**src/rtl/dpreg_wr_arb_if.sv**
```systemverilog
// dpreg_wr_arb_if: request/ack handshake and datapath-register signals of the write arbiter
interface dpreg_wr_arb_if #(parameter int WIDTH = 32, parameter int NREQ = 4, parameter int CNTW = 8);
    logic [NREQ-1:0]       req;
    logic [NREQ*WIDTH-1:0] wdata;
    logic [NREQ-1:0]       ack;
    logic [WIDTH-1:0]      dout;
    logic                  load;
    logic                  busy;
    logic [2:0]            gidx;
    logic [CNTW-1:0]       wcnt;
    modport master (output req, wdata, input ack, dout, load, busy, gidx, wcnt);
    modport slave  (input req, wdata, output ack, dout, load, busy, gidx, wcnt);
endinterface

```
**src/rtl/dpreg_wr_arb.sv**
```systemverilog
// dpreg_wr_arb: round-robin write arbiter/sequencer for a shared datapath register.
// Optional DPREG_WR_ARB_PRIO0_EN gives requester 0 fixed highest priority.
module dpreg_wr_arb #(
    parameter int WIDTH = 32,
    parameter int NREQ  = 4,
    parameter int CNTW  = 8
) (
    input logic           clk,
    input logic           clr,
    dpreg_wr_arb_if.slave bus
);
    localparam int IW = $clog2(NREQ);
    typedef enum logic [1:0] {S_IDLE, S_LOAD, S_ACKW} state_t;
    state_t            state, state_n;
    logic [IW-1:0]     ptr, ptr_n, gsel, gsel_n, win, idx, nxt;
    logic              found, load, load_n, busy;
    logic [NREQ-1:0]   ack, ack_n;
    logic [WIDTH-1:0]  dout, dout_n;
    logic [CNTW-1:0]   wcnt, wcnt_n;

    // first requesting index at or after ptr, with wrap
    always_comb begin
        found = 1'b0;
        win   = '0;
        idx   = '0;
`ifdef DPREG_WR_ARB_PRIO0_EN
        found = bus.req[0];
`endif
        for (int k = 0; k < NREQ; k++) begin
            idx = IW'((int'(ptr) + k) % NREQ);
            if (!found && bus.req[idx]) begin
                found = 1'b1;
                win   = idx;
            end
        end
    end

    assign nxt = (gsel == IW'(NREQ - 1)) ? '0 : gsel + 1'b1;

    always_comb begin
        state_n = state;
        ptr_n   = ptr;
        gsel_n  = gsel;
        dout_n  = dout;
        load_n  = 1'b0;
        ack_n   = ack;
        wcnt_n  = wcnt;
        case (state)
            S_IDLE: if (found) begin
                gsel_n  = win;
                dout_n  = bus.wdata[int'(win)*WIDTH +: WIDTH];
                load_n  = 1'b1;
                state_n = S_LOAD;
            end
            S_LOAD: begin
                ack_n   = NREQ'(1) << gsel;
                wcnt_n  = wcnt + 1'b1;
                state_n = S_ACKW;
            end
            S_ACKW: if (!bus.req[gsel]) begin
                ack_n   = '0;
                state_n = S_IDLE;
`ifdef DPREG_WR_ARB_PRIO0_EN
                if (gsel != '0) ptr_n = nxt;
`else
                ptr_n = nxt;
`endif
            end
            default: state_n = S_IDLE;
        endcase
    end

    always_ff @(posedge clk or posedge clr) begin
        if (clr) begin
            state <= S_IDLE;
            ptr   <= '0;
            gsel  <= '0;
            dout  <= '0;
            load  <= 1'b0;
            ack   <= '0;
            wcnt  <= '0;
            busy  <= 1'b0;
        end else begin
            state <= state_n;
            ptr   <= ptr_n;
            gsel  <= gsel_n;
            dout  <= dout_n;
            load  <= load_n;
            ack   <= ack_n;
            wcnt  <= wcnt_n;
            busy  <= state_n != S_IDLE;
        end
    end

    assign bus.ack  = ack;
    assign bus.dout = dout;
    assign bus.load = load;
    assign bus.busy = busy;
    assign bus.gidx = 3'(gsel);
    assign bus.wcnt = wcnt;
endmodule

```
**src/flat_wrapper.sv**
```systemverilog
// flat-port wrapper written by rule: the top's interface ports become plain ports
module dpreg_wr_arb_flat 
#(
    parameter int WIDTH = 32,
    parameter int NREQ  = 4,
    parameter int CNTW  = 8
)
  (clk, clr, bus_req, bus_wdata, bus_ack, bus_dout, bus_load, bus_busy, bus_gidx, bus_wcnt);
  dpreg_wr_arb_if #(.WIDTH(WIDTH), .NREQ(NREQ), .CNTW(CNTW)) bus_i ();
  input logic clk;
  input logic clr;
  input wire logic [$bits(bus_i.req)-1:0] bus_req;
  input wire logic [$bits(bus_i.wdata)-1:0] bus_wdata;
  output wire logic [$bits(bus_i.ack)-1:0] bus_ack;
  output wire logic [$bits(bus_i.dout)-1:0] bus_dout;
  output wire logic [$bits(bus_i.load)-1:0] bus_load;
  output wire logic [$bits(bus_i.busy)-1:0] bus_busy;
  output wire logic [$bits(bus_i.gidx)-1:0] bus_gidx;
  output wire logic [$bits(bus_i.wcnt)-1:0] bus_wcnt;
  assign bus_i.req = bus_req;
  assign bus_i.wdata = bus_wdata;
  assign bus_ack = bus_i.ack;
  assign bus_dout = bus_i.dout;
  assign bus_load = bus_i.load;
  assign bus_busy = bus_i.busy;
  assign bus_gidx = bus_i.gidx;
  assign bus_wcnt = bus_i.wcnt;
  dpreg_wr_arb #(.WIDTH(WIDTH), .NREQ(NREQ), .CNTW(CNTW)) u_core (.clk(clk), .clr(clr), .bus(bus_i));
endmodule
```
**config.mk**
```make
export PLATFORM = sky130hd
export DESIGN_NAME = dpreg_wr_arb_flat
export DESIGN_NICKNAME = d
export VERILOG_FILES = /design/src/rtl/dpreg_wr_arb_if.sv /design/src/rtl/dpreg_wr_arb.sv /design/src/flat_wrapper.sv
export SDC_FILE = /design/constraint.sdc
export NUM_CORES = 1
export LEC_CHECK = 0
export CORE_MARGIN = 4
export CORE_UTILIZATION = 34
export DETAILED_ROUTE_END_ITERATION = 10
export GPL_ROUTABILITY_DRIVEN = 0
export GPL_TIMING_DRIVEN = 0
export PLACE_DENSITY = 0.76
export SYNTH_ARGS = -nofsm -noshare
export SYNTH_HDL_FRONTEND = slang
export SYNTH_SLANG_ARGS = --single-unit
```
**constraint.sdc**
```tcl
create_clock -name clk -period 1.6 [get_ports clk]
set_input_delay 0.16 -clock clk [delete_from_list [all_inputs] [get_ports clk]]
set_output_delay 0.16 -clock clk [all_outputs]
set_load 0.02 [all_outputs]
```
---- Yosys cells after proc, flatten, opt, wreduce, memory -nomap -nowiden ----
Cells that the tools add are included.
storage, ports and cells
  word-level logic and storage cells ...... 63
  output and inout port bits .............. 49
  register bits ........................... 52
operators by class
  order comparisons ....................... 5
  $add $sub $neg .......................... 5
  multiplexer cells ....................... 26
  bitwise operators ....................... 1
  shift-type cells ........................ 2
  reduce and logical (&&, ||, !) cells .... 12
  equality and inequality tests ........... 4
operators with widths
  cell                                                                          number
  128-bit by 8-bit variable part select with 32-bit output                      1
  2-bit by 3-bit less-than comparator with 1-bit output, second input constant  5
  2-bit two-way mux                                                             7
  1-bit two-way mux                                                             11
  1-bit binary-select mux with 2-bit select                                     5
  8-bit by 1-bit adder with 8-bit output, second input constant                 1
  4-bit case mux with 2 select lines                                            1
  2-bit case mux with 3 select lines                                            1
  2-bit AND reduction                                                           3
  2-bit by 1-bit adder with 2-bit output, second input constant                 2
  2-bit adder, second input constant                                            2
  2-bit == test, second input constant                                          2
  4-bit two-way mux                                                             1
  2-bit nonzero test                                                            2
  1-bit by 2-bit << shifter with 4-bit output, first input constant             1
  1-bit logical AND                                                             3
  1-bit zero test                                                               3
  2-bit by 1-bit == test with 1-bit output, second input constant               1
  2-bit zero test                                                               1
  2-bit != test, second input constant                                          1
  1-bit inverter                                                                1

---- Logic depth before layout (Yosys ltp) ----
  depth after elaboration ................. 15
  mapped depth ............................ 7
  depth with buffers taken out ............ 5

---- Least setup slack after synthesis ----
No wires, ideal clock.
  path type ............................... reg-to-reg
  start point ............................. register u_core.gsel[1]
  end point ............................... register u_core.ptr[1]
  arrival time ............................ 1.606 ns
  stages on the path, launching flop included .. 4
  buffers on the path ..................... 0
  slack ................................... -0.130 ns
  library setup time ...................... 0.125 ns
  period minus slack after synthesis ...... 1.730 ns
  cells stage by stage .................... dfrtp_1 -> mux4_2 -> nor2b_1 -> mux2_2
on the way
  cells in the longest elaborated chain, start to end .. 4
ends and longest elaborated chain
  item                                       line                source
  from (decl)                                dpreg_wr_arb.sv:15  logic [IW-1:0] ptr, ptr_n, gsel, gsel_n, win, idx, nxt;
  from (signal assigned)                     dpreg_wr_arb.sv:86  gsel <= gsel_n;
  1-bit binary-select mux with 2-bit select  dpreg_wr_arb.sv:60  S_ACKW: if (!bus.req[gsel]) begin
  1-bit two-way mux (implied by the code)    dpreg_wr_arb.sv:60
  1-bit inverter (no line)                   -
  2-bit AND reduction (no line)              -
  to (signal assigned)                       dpreg_wr_arb.sv:85  ptr <= ptr_n;
  to (decl)                                  dpreg_wr_arb.sv:15
Several ways; a longest one is shown, not always the timed one. The select of a mux whose other input is x is not followed.
A chain may end at the register's enable or synchronous reset.

---- Final worst setup path ----
  start point ............................. register u_core.ptr[1]
  end point ............................... register u_core.dout[15], in the netlist u_core.bus.dout[15]
on the way
  cells in the longest elaborated chain, start to end .. 13
ends and longest elaborated chain
  item                                                                             line                source
  branches (longest 13 deep; another with 2-bit by 1-bit adder with 2-bit output)  -
  to (signal assigned)                                                             dpreg_wr_arb.sv:87  dout <= dout_n;
  to (decl)                                                                        dpreg_wr_arb.sv:18  logic [WIDTH-1:0] dout, dout_n;
Parallel ways; which one is timed is not known. The select of a mux whose other input is x is not followed.

==> metrics.yaml <==
yosys:
  synth_top_cell_by_area: "dfrtp_1"
  synth_top_area_share: 0.4212
  ys_seq_area_frac: 0.4212
  ys_ff_latch: 52
  syn_nets: 404
  synth_cell_types: 41
  synthArstFlopShare: 1.000
  synth_flop_cell: "dfrtp_1"
  synthCells: 265
  synth_area_leaders: "dfrtp_1 (42%), mux2i_1 (21%), o221ai_1 (8.8%), nand2_1 (4.6%), buf_12 (3.9%)"
  netlist_area_um2: 3089
  syn-mean-instance-area_um2: 11.66
  synth_edf_count: 0
  ys_warn_count: 0
power:
  finalPower_mw: 9.422
  vdd_ir_drop_max_mv: 0.8410
  leakagePower_nw: 2.337
  p_per_area_nw_per_um2: 1713
timing:
  fin_ws_ns: -0.1936
  setup_viol: 32
  period_needed_ns: 1.794
  relSlewSlack: 0.6309
  whs_ns: 0.2443
  maxSlewViolCount: 0
  hold_violations: 0
  final.setup.tns_ns: -4.826
  worst_slew_pin_slew_ns: 0.5529
  period_share: 1.121
  fin_skew_ns: 0.008023
  fmax_ghz: 0.5575
  rsz0062_at_grt: "true"
detailed_routing:
  num_vias: 2920
  drc_errors: 0
  wire_per_inst_um: 18.32
  routed_wl_um: 10500
  first_pass_iters: 4
  drt-initial-drc-count: 36
  antenna_left: 0
  vias_per_cell: 5.096
setup_path:
  reg2regPathDepth: 7
  required_ns: 1.78
  critPathMaxFanout: 7
  cp_top_family: "multiplexers"
  timing.critical_path.slowest_stage_cell: "dfrtp_1"
  worstPathCellList: "mux2i_2 > o22ai_4 > nor2_8 > buf_12 > buf_12 > mux2i_2 > o221ai_2"
  cp_num_cells: 7
  critPathKind: "reg2reg"
  cp-end-kind: "flip-flop"
  cp.arrival_ns: 1.97
  path_buf_inv: 2
  startpoint_type: "flip-flop"
  cp_slowest_stage_delay_ns: 0.39
  regToRegSetupSlack_ns: -0.19
placed_design:
  dp.cells: 555
  postPlaceCellArea_um2: 5057
  hpwl_um: 8058
  io_buffers: 181
  dp_slack_ns: -0.6280
final_layout:
  nets: 603
  final_util: 0.6276
  area_growth_pct: 78.05
  finalInstanceArea_um2: 5500
  instances_no_fill: 573
  final_common_cell: "clkdlybuf4s50_1"
  drive_gt1_frac: 0.1505
  n_antenna_cell: 0
  layout_common_cells: "clkdlybuf4s50_1 (178), mux2i_1 (53), dfrtp_1 (51)"
clock_tree:
  path_clk_slew_ns: 0.10
  worstSkewPairLatency_ns: 0.30
  tritoncts: "built"
  holdBufCountCts: 0
  htree_levels: 2
  clockRootBuffer: "clkbuf_8"
  clock_path_buffers: 2
  numCtsBuffers: 5
  cts_num_sinks: 52
global_route:
  grt_max_degree: 31
  grt_pass1_wl_um: 15400
  gr-usage-all-layers: 0.1858
  grt_antenna_before_repair: 0
  grt_pass1_vias: 3013
  overflow: 0
floorplanning:
  core_region_area_um2: 8763
  die_area_um2: 10680
  io_pins: 183
  initial_core_util: 0.3525
  die_height_um: 103.3
  die_w_um: 103.3
  row_count: 34
min_path:
  hold_path_class: "in2async"
flow_run:
  cap_violations: 0
run_status:
  status: "finished with violations"
  failed_checks: "setup timing"
[synth_stat cells (all sizes together), types with 3 or more instances]
cell and n:
mux2i 64, dfrtp 52, nand2 39, o221ai 31, buf 14, inv 8, ha 5, nor2 5
a22o 4, clkbuf 4, o21ai 4, xnor2 4, a21oi 3, nand2b 3, nor2b 3, xor2 3
[registers in the layout (all words and copies together), names as in the netlist]
| register | cells |
|---|---|
| u_core.bus.wcnt | 8 |
| u_core.state | 2 |
| u_core.gsel | 2 |
| u_core.bus.ack | 4 |
| u_core.ptr | 2 |
| u_core.bus.busy | 1 |
| u_core.bus.dout | 32 |
| u_core.bus.load | 1 |
[what timing repair did]
item / CTS / global route
endpoints found under the setup margin: 38 / 39
gates cloned: 1 / 2
pin swaps: 5 / 4
resized for setup: 20 / 20
buffers inserted: 7 / 0
[power breakdown]
group          internal [mW]  switching, mW
clock                  0.472          0.456
combinational           3.23           2.90
sequential              1.95          0.408
[area by class of cell]
type / instances / area [um2]
buffer: 18 / 251.5
inverter: 8 / 35.03
timing repair buffer: 192 / 1983
tap: 108 / 135.1
clock inverter: 3 / 47.55
clock buffer: 5 / 68.82
sequential: 52 / 1303
multi-input combinational: 187 / 1677
fill: 737 / 3263
[worst reg2reg max path: stages (launching register included)]
cell and delay [ns]:
dfrtp_1 0.39, mux2i_2 0.30, o22ai_4 0.15, nor2_8 0.16
buf_12 0.16, buf_12 0.14, mux2i_2 0.24, o221ai_2 0.12
[cells by family after synthesis]
logic type,Yosys count,share of synthesized area
mux,67,0.2219
buf+inv,26,0.09153
flops,52,0.4212
xor+xnor,7,0.01985
other cells,1,0.001214
simple gates,58,0.08992
fa+ha+maj,5,0.02025
compound gates,49,0.1341
[layer usage]
metal / share of wire / global-route usage / vias to the layer above / routed length (um)
met4: 0.0092 / 0.02988 / 0 / 97
li1: - / - / 1387 / -
met5: 0 / 0 / - / 0
met2: 0.51 / 0.3419 / 133 / 5390
met1: 0.39 / 0.2205 / 1390 / 4052
met3: 0.091 / 0.04896 / 10 / 955
[worst paths after layout]
path                                                 from                              end
setup / recovery                u_core.ptr[1]$_DFFE_PP0P_  u_core.bus.dout[15]$_DFFE_PP0P_
max in group asynchronous                             clr       u_core.gsel[1]$_DFFE_PP0P_
min in group clk           u_core.bus.wcnt[7]$_DFFE_PP0P_   u_core.bus.wcnt[7]$_DFFE_PP0P_
hold reg to reg            u_core.bus.wcnt[7]$_DFFE_PP0P_   u_core.bus.wcnt[7]$_DFFE_PP0P_
hold / removal                                        clr  u_core.bus.dout[19]$_DFFE_PP0P_
setup reg to reg                u_core.ptr[1]$_DFFE_PP0P_  u_core.bus.dout[15]$_DFFE_PP0P_
(Power assumes the default switching activity.)
